### src/rtl/xalu_pkg.sv
`default_nettype none
// ============================================================================
//  Module      : xalu_pkg
//  Description : Shared types and constants for the sequential ALU slice.
//                This package holds the function-code enum, the controller
//                state enum and the result value returned for an illegal op.
//                The optional multiplier is selected by the XALU_MUL_EN
//                macro in xalu_seq.
//  Revision    : 1.0  initial release
// ============================================================================
package xalu_pkg;

    // Function codes. Codes 10-15 are illegal. Code 9 is illegal when the
    // multiplier is not built.
    typedef enum logic [3:0] {
        OP_ADD   = 4'd0,
        OP_AND   = 4'd1,
        OP_OR    = 4'd2,
        OP_XOR   = 4'd3,
        OP_PASSA = 4'd4,
        OP_PASSB = 4'd5,
        OP_SHR   = 4'd6,
        OP_SHL   = 4'd7,
        OP_SUB   = 4'd8,
        OP_MUL   = 4'd9
    } op_e;

    // Controller states. The encoding is fixed so that it stays
    // legacy-compatible.
    typedef enum logic [1:0] {
        ST_IDLE  = 2'd0,
        ST_SHIFT = 2'd1,
        ST_MUL   = 2'd2,
        ST_DONE  = 2'd3
    } state_e;

    // Raw result for an illegal op. It is sliced to the datapath width at
    // the point of use.
    localparam logic [31:0] c_ILLEGAL_RESULT = 32'h0000_0000;

    // SHR and SHL are the two serial shift codes.
    function automatic logic is_shift_op(input logic [3:0] op);
        return (op == OP_SHR) || (op == OP_SHL);
    endfunction

endpackage
`default_nettype wire

### src/rtl/xalu_core.sv
`default_nettype none
// ============================================================================
//  Module      : xalu_core
//  Description : Combinational single-cycle ALU functions: ADD, AND, OR, XOR,
//                PASSA, PASSB and SUB, with carry out. Any other code returns
//                the illegal-op result with co = 0.
//  Revision    : 1.0  initial release
// ============================================================================
module xalu_core
    import xalu_pkg::*;
#(
    parameter int WIDTH = 8
) (
    input  logic [3:0]       i_op,
    input  logic [WIDTH-1:0] i_a,
    input  logic [WIDTH-1:0] i_b,
    input  logic             i_ci,
    output logic [WIDTH-1:0] o_result,
    output logic             o_co
);

    logic [WIDTH:0] w_add;
    logic [WIDTH:0] w_sub;

    // The extra MSB carries the adder carry-out. For SUB, a carry out means
    // there was no borrow (a >= b, unsigned).
    assign w_add = {1'b0, i_a} + {1'b0, i_b}  + {{WIDTH{1'b0}}, i_ci};
    assign w_sub = {1'b0, i_a} + {1'b0, ~i_b} + {{WIDTH{1'b0}}, 1'b1};

    // Select the function result. Logic and pass ops never produce a carry.
    always_comb begin
        o_result = c_ILLEGAL_RESULT[WIDTH-1:0];
        o_co     = 1'b0;
        case (i_op)
            OP_ADD: begin
                o_result = w_add[WIDTH-1:0];
                o_co     = w_add[WIDTH];
            end
            OP_AND:   o_result = i_a & i_b;
            OP_OR:    o_result = i_a | i_b;
            OP_XOR:   o_result = i_a ^ i_b;
            OP_PASSA: o_result = i_a;
            OP_PASSB: o_result = i_b;
            OP_SUB: begin
                o_result = w_sub[WIDTH-1:0];
                o_co     = w_sub[WIDTH];
            end
            default: begin
                o_result = c_ILLEGAL_RESULT[WIDTH-1:0];
                o_co     = 1'b0;
            end
        endcase
    end

endmodule
`default_nettype wire

### src/rtl/xalu_seq.sv
`default_nettype none
// ============================================================================
//  Module      : xalu_seq
//  Description : Sequential ALU with a valid/ready request and result
//                handshake. Single-cycle ops come from xalu_core. SHR and SHL
//                shift one bit per cycle. When the XALU_MUL_EN macro is
//                defined, op 9 is a shift-add multiply that takes WIDTH
//                cycles.
//  Config      : XALU_MUL_EN - build the serial multiplier (op 9).
//  Revision    : 1.0  initial release
// ============================================================================
module xalu_seq
    import xalu_pkg::*;
#(
    parameter int WIDTH = 8
) (
    input  logic             clk,
    input  logic             rst,
    input  logic             in_valid,
    output logic             in_ready,
    input  logic [3:0]       op,
    input  logic [WIDTH-1:0] a,
    input  logic [WIDTH-1:0] b,
    input  logic             ci,
    input  logic             com,
    output logic             out_valid,
    input  logic             out_ready,
    output logic [WIDTH-1:0] result,
    output logic             co,
    output logic             equ,
    output logic             zero,
    output logic             neg_zero,
    output logic             busy
);

    localparam int SHAMT_W = $clog2(WIDTH);
    // One bit wider than the shift amount, so the counter can also hold
    // WIDTH for the multiplier.
    localparam int CNT_W   = SHAMT_W + 1;

    localparam logic [CNT_W-1:0] c_CNT_ONE = CNT_W'(1);

    // Controller state and per-operation context
    state_e             r_state;
    state_e             w_state_nxt;
    logic [CNT_W-1:0]   r_cnt;
    logic [WIDTH-1:0]   r_acc;
    logic               r_shr;
    logic               r_ci;
    logic               r_com;
    logic               r_equ_cap;

    // Registered outputs
    logic               r_out_valid;
    logic [WIDTH-1:0]   r_result;
    logic               r_co;
    logic               r_equ;
    logic               r_zero;
    logic               r_neg_zero;

    // Signals that load a final result into the output registers
    logic               w_accept;
    logic               w_load;
    logic [WIDTH-1:0]   w_raw_res;
    logic               w_raw_co;
    logic               w_fin_com;
    logic               w_fin_equ;
    logic [WIDTH-1:0]   w_fin_res;

    logic [SHAMT_W-1:0] w_k;
    logic [WIDTH-1:0]   w_core_res;
    logic               w_core_co;
    logic [WIDTH-1:0]   w_shift_nxt;
    logic               w_shift_co;

`ifdef XALU_MUL_EN
    // Product register {hi, lo}. lo starts as the multiplier and is
    // consumed one bit per step as the partial sums shift down into it.
    logic [WIDTH-1:0]   r_mul_a;
    logic [WIDTH-1:0]   r_mul_hi;
    logic [WIDTH-1:0]   r_mul_lo;
    logic [WIDTH:0]     w_mul_sum;
    logic [WIDTH-1:0]   w_mul_hi_nxt;
    logic [WIDTH-1:0]   w_mul_lo_nxt;

    assign w_mul_sum    = {1'b0, r_mul_hi} + (r_mul_lo[0] ? {1'b0, r_mul_a} : {(WIDTH+1){1'b0}});
    assign w_mul_hi_nxt = w_mul_sum[WIDTH:1];
    assign w_mul_lo_nxt = {w_mul_sum[0], r_mul_lo[WIDTH-1:1]};
`endif

    assign w_accept  = (r_state == ST_IDLE) && in_valid;
    assign w_k       = b[SHAMT_W-1:0];
    assign in_ready  = (r_state == ST_IDLE);
    assign busy      = (r_state != ST_IDLE);

    assign out_valid = r_out_valid;
    assign result    = r_result;
    assign co        = r_co;
    assign equ       = r_equ;
    assign zero      = r_zero;
    assign neg_zero  = r_neg_zero;

    xalu_core #(
        .WIDTH    (WIDTH)
    ) u_core (
        .i_op     (op),
        .i_a      (a),
        .i_b      (b),
        .i_ci     (ci),
        .o_result (w_core_res),
        .o_co     (w_core_co)
    );

    // One step of the serial shifter. The vacated end takes the captured ci.
    assign w_shift_nxt = r_shr ? {r_ci, r_acc[WIDTH-1:1]} : {r_acc[WIDTH-2:0], r_ci};
    assign w_shift_co  = r_shr ? r_acc[0] : r_acc[WIDTH-1];

    // The final result includes the complement mode. Both status flags
    // look at this post-complement value.
    assign w_fin_res = w_raw_res ^ {WIDTH{w_fin_com}};

    // Next state, and selection of the result that enters DONE this cycle
    always_comb begin
        w_state_nxt = r_state;
        w_load      = 1'b0;
        w_raw_res   = '0;
        w_raw_co    = 1'b0;
        w_fin_com   = r_com;
        w_fin_equ   = r_equ_cap;
        case (r_state)
            ST_IDLE: begin
                // Single-cycle results use the live inputs at acceptance
                w_fin_com = com;
                w_fin_equ = (a == b);
                if (in_valid) begin
                    if (is_shift_op(op)) begin
                        if (w_k == '0) begin
                            w_load      = 1'b1;
                            w_raw_res   = a;
                            w_state_nxt = ST_DONE;
                        end else begin
                            w_state_nxt = ST_SHIFT;
                        end
                    end
`ifdef XALU_MUL_EN
                    else if (op == OP_MUL) begin
                        w_state_nxt = ST_MUL;
                    end
`endif
                    else begin
                        w_load      = 1'b1;
                        w_raw_res   = w_core_res;
                        w_raw_co    = w_core_co;
                        w_state_nxt = ST_DONE;
                    end
                end
            end
            ST_SHIFT: begin
                if (r_cnt == c_CNT_ONE) begin
                    w_load      = 1'b1;
                    w_raw_res   = w_shift_nxt;
                    w_raw_co    = w_shift_co;
                    w_state_nxt = ST_DONE;
                end
            end
`ifdef XALU_MUL_EN
            ST_MUL: begin
                if (r_cnt == c_CNT_ONE) begin
                    w_load      = 1'b1;
                    w_raw_res   = w_mul_lo_nxt;
                    w_raw_co    = |w_mul_hi_nxt;
                    w_state_nxt = ST_DONE;
                end
            end
`endif
            ST_DONE: begin
                if (out_ready) begin
                    w_state_nxt = ST_IDLE;
                end
            end
            default: w_state_nxt = ST_IDLE;
        endcase
    end

    // State register. Reset aborts any operation in flight.
    always_ff @(posedge clk or posedge rst) begin
        if (rst) begin
            r_state <= ST_IDLE;
        end else begin
            r_state <= w_state_nxt;
        end
    end

    // Capture the request at acceptance and advance the multi-cycle datapaths
    always_ff @(posedge clk or posedge rst) begin
        if (rst) begin
            r_cnt     <= '0;
            r_acc     <= '0;
            r_shr     <= 1'b0;
            r_ci      <= 1'b0;
            r_com     <= 1'b0;
            r_equ_cap <= 1'b0;
`ifdef XALU_MUL_EN
            r_mul_a   <= '0;
            r_mul_hi  <= '0;
            r_mul_lo  <= '0;
`endif
        end else if (w_accept) begin
            r_cnt     <= {1'b0, w_k};
            r_acc     <= a;
            r_shr     <= (op == OP_SHR);
            r_ci      <= ci;
            r_com     <= com;
            r_equ_cap <= (a == b);
`ifdef XALU_MUL_EN
            r_mul_a   <= a;
            r_mul_hi  <= '0;
            r_mul_lo  <= b;
            if (op == OP_MUL) begin
                r_cnt <= CNT_W'(WIDTH);
            end
`endif
        end else if (r_state == ST_SHIFT) begin
            r_acc <= w_shift_nxt;
            r_cnt <= r_cnt - c_CNT_ONE;
        end
`ifdef XALU_MUL_EN
        else if (r_state == ST_MUL) begin
            r_mul_hi <= w_mul_hi_nxt;
            r_mul_lo <= w_mul_lo_nxt;
            r_cnt    <= r_cnt - c_CNT_ONE;
        end
`endif
    end

    // Output registers. They load on the way into DONE and hold until the
    // consumer takes the result.
    always_ff @(posedge clk or posedge rst) begin
        if (rst) begin
            r_out_valid <= 1'b0;
            r_result    <= '0;
            r_co        <= 1'b0;
            r_equ       <= 1'b0;
            r_zero      <= 1'b0;
            r_neg_zero  <= 1'b0;
        end else if (w_load) begin
            r_out_valid <= 1'b1;
            r_result    <= w_fin_res;
            r_co        <= w_raw_co;
            r_equ       <= w_fin_equ;
            r_zero      <= (w_fin_res == '0);
            r_neg_zero  <= (&w_fin_res);
        end else if ((r_state == ST_DONE) && out_ready) begin
            r_out_valid <= 1'b0;
        end
    end

endmodule
`default_nettype wire

### config.mk
export PLATFORM = sky130hd
export DESIGN_NAME = xalu_seq
export DESIGN_NICKNAME = d
export VERILOG_FILES = /design/src/rtl/xalu_pkg.sv /design/src/rtl/xalu_core.sv /design/src/rtl/xalu_seq.sv
export SDC_FILE = /design/constraint.sdc
export NUM_CORES = 1
export LEC_CHECK = 0
export BUFFER_PORTS_ARGS = -buffer_cell sky130_fd_sc_hd__clkbuf_2
export CAP_MARGIN = 10
export CORE_ASPECT_RATIO = 0.9
export CORE_MARGIN = 2
export CORE_UTILIZATION = 52
export CTS_BUF_LIST = sky130_fd_sc_hd__clkbuf_4
export DETAILED_ROUTE_END_ITERATION = 6
export GPL_TIMING_DRIVEN = 1
export PLACE_DENSITY = 0.76
export SYNTH_ARGS = -nofsm -noshare
export SYNTH_HDL_FRONTEND = slang
export SYNTH_SLANG_ARGS = --single-unit
export TNS_END_PERCENT = 50
### constraint.sdc
create_clock -name clk -period 3.4 [get_ports clk]
set_input_delay 0.17 -clock clk [delete_from_list [all_inputs] [get_ports clk]]
set_output_delay 0.17 -clock clk [all_outputs]
set_load 0.01 [all_outputs]
After elaboration in Yosys (flattened, before gate mapping)
Cells that the tools add are included.
{ "totals": {"regBits": 31, "in_bits": 26, "elab_cells": 82} }
{ "classes": {"n_addsub": 5, "n_eq_ne": 15, "mux": 32, "bitwise": 5, "reduce_logical": 12} }
{ "op_table": {"columns": ["op", "n"], "rows": [
  ["8-bit two-way mux", 7],
  ["8-bit one-hot mux with 7 select lines", 1],
  ["8-bit by 8-bit adder with 9-bit output", 2],
  ["4-bit by 3-bit == test with 1-bit output (second input constant)", 4],
  ["8-bit one-hot mux with 2 select lines", 1],
  ["8-bit bitwise XOR", 2],
  ["1-bit two-way mux", 12],
  ["2-bit two-way mux", 5],
  ["9-bit by 1-bit adder with 9-bit output", 1],
  ["9-bit by 1-bit adder with 9-bit output (second input constant)", 1],
  ["8-bit bitwise AND", 1],
  ["4-bit by 1-bit == test with 1-bit output (second input constant)", 2],
  ["4-bit by 2-bit == test with 1-bit output (second input constant)", 2],
  ["8-bit == test", 1],
  ["8-bit zero test", 1],
  ["4-bit two-way mux", 2],
  ["8-bit NOT", 1],
  ["8-bit bitwise OR", 1],
  ["8-bit AND reduction", 1],
  ["2-bit != test (second input constant)", 3],
  ["1-bit one-hot mux with 2 select lines", 3],
  ["2-bit one-hot mux with 3 select lines", 1],
  ["2-bit nonzero test", 3],
  ["4-bit == test (second input constant)", 1],
  ["9 further kinds", 10]
]} }

Depth between registers and ports, before layout
Gate-level depths: netlist of run 1.
{ "logic_depth": {"word_depth": 9, "ltp_mapped": 11} }

Hierarchy
Synthesis of run 1 repeated with hierarchy kept, for this count alone.
{ "hier_totals": {"hier_cells": 403, "area_unflattened_um2": 3253.1} }
{ "by_module_without_submodules": {"columns": ["module", "instances", "cells_each", "area_per_inst_um2", "seq_area_each_um2"], "rows": [
  ["xalu_seq", 1, 222, 1956.9, 775.7],
  ["xalu_core", 1, 181, 1296.2, 0.0]
]} }

Worst setup path before layout of run 1
Ideal clock, no wire load.
{ "synth_path": {"path_type": "input port to flip-flop", "from": "in a[0]", "to": "reg r_zero, in the netlist zero", "arrival_ns": 2.999, "t_required_ns": 3.296, "slack_ns": 0.298, "cell_stages": 9, "n_path_buf": 0, "path_cell_list": "fa_1 fa_1 xor2_1 mux4_1 o221ai_1 mux2_1 a211oi_1 or4b_1 o41ai_2"} }
{ "synth_via": {"elab_chain_cells": 8, "word_cells_on_any_way": 14, "classes_between": "add/sub: 4; mux: 5; bitwise: 4; reduce/logical: 1"} }
{ "synth_lines": {"columns": ["element", "line", "text"], "rows": [
  ["from (decl)", "xalu_seq.sv:22", "input logic [WIDTH-1:0] a,"],
  ["8-bit by 8-bit adder with 9-bit output (on tied branches)", "xalu_core.sv:28, xalu_core.sv:27", null],
  ["9-bit by 1-bit adder with 9-bit output (on tied branches)", "xalu_core.sv:28, xalu_core.sv:27", null],
  ["8-bit one-hot mux with 7 select lines", "xalu_core.sv:34", "case (i_op)"],
  ["8-bit two-way mux (*)", "xalu_seq.sv:136", "if (is_shift_op(op)) begin"],
  ["8-bit two-way mux (*)", "xalu_seq.sv:135", "if (in_valid) begin"],
  ["8-bit one-hot mux with 2 select lines (*)", "xalu_seq.sv:130", "case (r_state)"],
  ["8-bit bitwise XOR (*)", "xalu_seq.sv:120", "assign w_fin_res = w_raw_res ^ {WIDTH{w_fin_com}};"],
  ["8-bit zero test (*)", "xalu_seq.sv:251", "r_zero <= (w_fin_res == '0);"],
  ["to (signal assigned)", "xalu_seq.sv:251", null],
  ["to (decl)", "xalu_seq.sv:58", "logic r_zero;"]
]} }
Mark *: on every way between the ends. The rest lies on a longest branch, timed or not.
A chain may end at the register's enable or synchronous reset.

Worst setup path in the final report of run 1
Same ends and word-level chain as after synthesis.

==> impl_metrics.ini, run 1 <==
[critical_path]
crit_fanout = 2
critical_path_required_ps = 3640
cp_data_arrival_time_ps = 3380
end_kind = flop
crit_type = in -> reg
reg2reg_depth = 6
timing.rr.start = r_state[0]$_DFFE_PP0P_
critical_path.slowest_cell = mux4_1
reg2reg_to = zero$_DFFE_PP0P_
startpoint_type = input port
r2r_slack_ps = 390
cpPeakStageDelay_ps = 490
cp_cell_sequence = clkbuf_2 -> fa_1 -> fa_1 -> xor2_1 -> mux4_1 -> o221ai_1 -> mux2_1 -> a211oi_1 -> or4b_1 -> o41ai_2
path_common_cell = fa_1

[timing]
maxSlewViolCount = 0
slew_headroom = 0.5028
hold_viol = 0
max_freq_mhz = 318.8
finalSetupViolCount = 0
grt_setup_unrepaired = false
skew_ps = 10.59
finalCritPeriodShare = 0.9227
max_slew.worst_pin.slew_ps = 735.4
post-route-min-period_ps = 3137
setup-tns-final_ps = 0
fin_ws_ps = 262.9

[worst_hold_path]
min-delay-start = out_ready
whs_endpoint = r_state[0]$_DFFE_PP0P_
worstHoldPathType = in -> reg
holdPathStages = 2

[global_routing]
antenna_found_initial = 0
grt_use_total = 0.2890
grt_pass1_wl_mm = 17.85
overflow = 0
grt_max_degree = 32
grt_pass1_vias = 3514

[clock_tree]
htreeDepth = 2
root_buffer = clkbuf_4
cts_setup_buffers = 0
cts_resized = 0
clk-insertion-delay-late_ps = 330
cts_inserted_buffers = 5
clk_pin_slew_ps = 100
cts_tree = built
clock-sinks = 31
clockBufferDepth = 2
hold_buffers = 1

[yosys]
synth_warnings = 0
avgSynthCellArea_um2 = 7.935
yosys-top-cells-area = dfrtp_1, ha_1, a21oi_1
synth.distinct_cells = 68
ys_ff_latch = 31
synth-async-reset-ratio = 1.000
syn_area_mm2 = 0.003666
synth.most_common_cell = inv_1
ys.flop_type = dfrtp_1
synth_top_cell_area_share = 0.2116
syn-instance-count = 462
syn_nets = 518
netlist_top_cells_count = inv_1, nor2_1, dfrtp_1
synth_edf_count = 0
yosys.area.top_type = dfrtp_1
yosysSeqAreaShare = 0.2116

[floorplanning]
die_h_um = 83.66
fp.dieArea_mm2 = 0.007739
start_util = 0.5290
core-area_mm2 = 0.006930
die_w_um = 92.51
io_pins = 41
fp-row-count = 29

[pwr]
powerDensity_mw_per_mm2 = 548.5
static-leakage-power_nw = 1.806
totalPowerFinal_mw = 2.244
ir_drop_uv = 497.6

[drt]
first_pass_iters = 5
viasPerCell = 6.462
drtIter0Drc = 307
antenna_left = 0
via_count = 3864
routed_wl_mm = 11.10
drc = 0
wl_per_cell_um = 18.57

[outcome]
status = finished, final reports clean

[cells_and_area]
area_growth_pct = 11.60
finalNetCount = 560
fillerInstances = 666
antenna_cells = 0
layout-drive-gt1-share = 0.1822
final_cell_count_no_fill = 598

[place]
io_buffers = 40
place_hpwl_mm = 8.597
dp_slack_ps = -35.35
gp_congestion = 0.9877
placed_cells = 589

[flow_run]
max_cap_violations = 0
==> worst max-delay path: cells and delay by family <==
family          cells  cell delay (ps)
mux                 2              860
simple gates        1              490
compound gates      3              670
buf+inv             1              110
fa+ha+maj           2              910
xor+xnor            1              160
==> cell type report <==
type | instances | area, µm² | share of cell area
Clock buffer | 6 | 45.04 | 0.01101
Multi-Input combinational cell | 367 | 2633 | 0.6434
Tap cell | 93 | 116.4 | 0.02844
Sequential cell | 31 | 775.7 | 0.1896
Inverter | 35 | 131.4 | 0.03211
Timing Repair Buffer | 64 | 382.9 | 0.09358
Clock inverter | 2 | 7.507 | 0.001835
==> power by group <==
part / internal, mW / leakage [nW] / switching, mW
clock network: 0.0845 / 0.0307 / 0.128
logic: 0.582 / 1.39 / 0.789
registers: 0.521 / 0.385 / 0.140
==> registers in the layout, summed over array words and instances (netlist names), 2 cells and up <==
register  flops
r_acc         8
result        8
r_state       2
r_cnt         4
==> worst max-delay path by stage <==
stage          startpoint  slack (ps)               end  cells after the start
3_5_place_dp         a[0]         -40  zero$_DFFE_PP0P_                     10
5_1_grt              a[0]         220  zero$_DFFE_PP0P_                     10
2_1_floorplan        a[0]         300  zero$_DFFE_PP0P_                      9
3_3_place_gp         a[0]       -0.06  zero$_DFFE_PP0P_                     10
6_report             a[0]         260  zero$_DFFE_PP0P_                     10
4_1_cts              a[0]         300  zero$_DFFE_PP0P_                     10
==> stage by stage <==
| stage | util | area [µm²] | hold slack (ps) |
|---|---|---|---|
| after floorplan | - | 3666 | 259.1 |
| after global placement | 0.5813 | 4029 | 244.5 |
| after detailed placement | 0.5813 | 4029 | 253.0 |
| after CTS | 0.5904 | 4091 | 21.53 |
| after global routing | 0.5904 | 4091 | 31.74 |
| final | 0.5904 | 4091 | 29.91 |
==> kinds of logic (layout without fill, tap and decap cells) <==
kind of cell / after synthesis / after routing / synth area share
compound gates: 147 / 147 / 0.2761
fa+ha+maj: 30 / 30 / 0.1085
flops: 31 / 31 / 0.2116
simple gates: 167 / 167 / 0.2618
mux: 22 / 22 / 0.06929
buf+inv: 64 / 107 / 0.07031
xor+xnor: 1 / 1 / 0.002390
==> per-layer routing <==
| metal | share of wire | vias to the layer above | global-route usage |
|---|---|---|---|
| li1 | - | 1809 | - |
| met1 | 0.45 | 1831 | 0.4388 |
| met2 | 0.44 | 207 | 0.4353 |
| met3 | 0.090 | 17 | 0.04788 |
| met4 | 0.014 | 0 | 0.05292 |
| met5 | 0 | - | 0 |
==> layout by cell type, fill, tap and decap left out, types with 5 or more instances in the layout <==
| cell type | count |
|---|---|
| a211oi_1 | 8 |
| a21oi_1 | 30 |
| a221oi_1 | 6 |
| a22oi_1 | 5 |
| a31oi_1 | 9 |
| buf_4 | 23 |
| clkbuf_2 | 40 |
| clkbuf_4 | 6 |
| dfrtp_1 | 31 |
| ha_1 | 27 |
| inv_1 | 35 |
| mux2_2 | 13 |
| mux2i_1 | 7 |
| nand2_1 | 28 |
| nand2b_1 | 11 |
| nand3_1 | 13 |
| nand3b_1 | 5 |
| nor2_1 | 33 |
| nor2b_1 | 16 |
| nor3_1 | 9 |
| o211ai_1 | 7 |
| o21a_1 | 5 |
| o21ai_0 | 29 |
| o21bai_1 | 5 |
| o221ai_1 | 5 |
| o31ai_1 | 5 |
| o41ai_1 | 5 |
| or3_1 | 8 |
| or3b_2 | 5 |
(Power assumes the default switching activity.)
==> run 2: changes to the inputs <==
--- a/config.mk
+++ b/config.mk
@@ -14,6 +14,7 @@
 export DETAILED_ROUTE_END_ITERATION = 6
 export GPL_TIMING_DRIVEN = 1
 export PLACE_DENSITY = 0.76
+export REMOVE_ABC_BUFFERS = 1
 export SYNTH_ARGS = -nofsm -noshare
 export SYNTH_HDL_FRONTEND = slang
 export SYNTH_SLANG_ARGS = --single-unit
==> run 2 against run 1 <==
Die area unchanged. Sequential share of layout area down 0.064 points. Highest routed layer unchanged. Non-clock buffer count up 1. Largest cell class unchanged. Sequential power about the same. Core utilization up 0.20 points.
==> impl_metrics.ini, run 2 (same netlist as run 1, synthesis figures left out) <==
[critical_path]
startpoint_type = input port
reg2reg_depth = 7
timing.rr.start = r_state[1]$_DFFE_PP0P_
r2r_slack_ps = 430
reg2reg_to = zero$_DFFE_PP0P_
crit_type = in -> reg
critical_path_required_ps = 3630
crit_fanout = 2
end_kind = flop
cp_data_arrival_time_ps = 3370

[clock_tree]
clk-insertion-delay-late_ps = 330
cts_resized = 0
root_buffer = clkbuf_4
clock-sinks = 31
hold_buffers = 1
cts_tree = built
cts_inserted_buffers = 5
clk_pin_slew_ps = 100
htreeDepth = 2
clockBufferDepth = 2
cts_setup_buffers = 0

[floorplanning]
die_h_um = 83.66
fp-row-count = 29
core-area_mm2 = 0.006930
io_pins = 41
start_util = 0.5290
fp.dieArea_mm2 = 0.007739
die_w_um = 92.51

[cells_and_area]
layout-drive-gt1-share = 0.1842
finalNetCount = 561
fillerInstances = 646
antenna_cells = 0
mostFrequentLayoutCells = clkbuf_2, inv_1, nor2_1
area_growth_pct = 11.98
final_area_mm2 = 0.004105
mostFrequentLayoutCell = clkbuf_2

[drt]
drc = 0
drtIter0Drc = 330
routed_wl_mm = 10.96
wl_per_cell_um = 18.33
antenna_left = 0
viasPerCell = 6.446
via_count = 3855
first_pass_iters = 5

[timing]
max_slew.worst_pin.slew_ps = 681.7
holdWs_ps = 40.24
hold_viol = 0
finalCritPeriodShare = 0.9219
fin_ws_ps = 265.6
max_freq_mhz = 319.0
skew_ps = 13.01
slew_headroom = 0.5446
grt_setup_unrepaired = false
post-route-min-period_ps = 3134
maxSlewViolCount = 0
finalSetupViolCount = 0

[worst_hold_path]
min-delay-start = out_ready
whs_endpoint = r_state[0]$_DFFE_PP0P_
holdPathStages = 2
worstHoldPathType = in -> reg

[place]
io_buffers = 40
place_hpwl_mm = 8.594
gp_congestion = 0.9795
dp_slack_ps = -49.71
placed_area_mm2 = 0.004049

[global_routing]
overflow = 0
grt_pass1_wl_mm = 17.80
grt.busiest_layer = met2
grt_use_total = 0.2899
antenna_found_initial = 0
grt_pass1_vias = 3608
grt_use_met1 = 0.4291
grt_max_degree = 33
met3_usage = 0.04697
met2_usage = 0.4433

[outcome]
status = finished, final reports clean

[pwr]
powerDensity_mw_per_mm2 = 541.9
static-leakage-power_nw = 1.813
ir_drop_uv = 411.9

[flow_run]
max_cap_violations = 0
-- run 2: where the power goes --
group	internal [mW]	leakage (nW)	switching (mW)
Combinational	0.578	1.40	0.784
Clock	0.0732	0.0285	0.126
Sequential	0.521	0.385	0.142
Total	1.17	1.81	1.05
-- run 2: through the flow --
step                      cells  power, mW  TNS, ps  utilization
final                       598      2.224        0       0.5923
after global routing        598      2.404        0       0.5923
after CTS                   598      2.202        0       0.5923
after detailed placement    590      2.000   -49.71       0.5842
after global placement      590      1.947        0       0.5842
after floorplan             433      1.526        0            -
-- run 2: critical path, cell delays in order --
cell	delay [ps]
clkbuf_2	110
fa_1	450
fa_1	440
xor2_1	160
mux4_1	500
o221ai_1	210
mux2_1	360
a211oi_1	240
or4b_1	490
o41ai_2	220
-- run 2: metal layers --
metal,up-vias,share of wire,wire [µm]
met2,192,0.45,4947
met5,-,0,0
li1,1815,-,-
met3,10,0.085,934
met4,0,0.011,119
met1,1838,0.45,4958
-- run 2: how the worst max path moves through the flow --
stage               from                to
global route        a[0]  zero$_DFFE_PP0P_
global placement    a[0]  zero$_DFFE_PP0P_
detailed placement  a[0]  zero$_DFFE_PP0P_
CTS                 a[0]  zero$_DFFE_PP0P_
finish              a[0]  zero$_DFFE_PP0P_
floorplan           a[0]  zero$_DFFE_PP0P_
-- run 2: final cells by class --
cell class	instances	area, µm²	share of cell area
sequential	31	775.7	0.1890
clock inverter	2	8.758	0.002133
clock buffer	5	37.54	0.009144
timing repair buffer	65	402.9	0.09814
multi-input combinational	367	2633	0.6413
tap	93	116.4	0.02835
inverter	35	131.4	0.03200
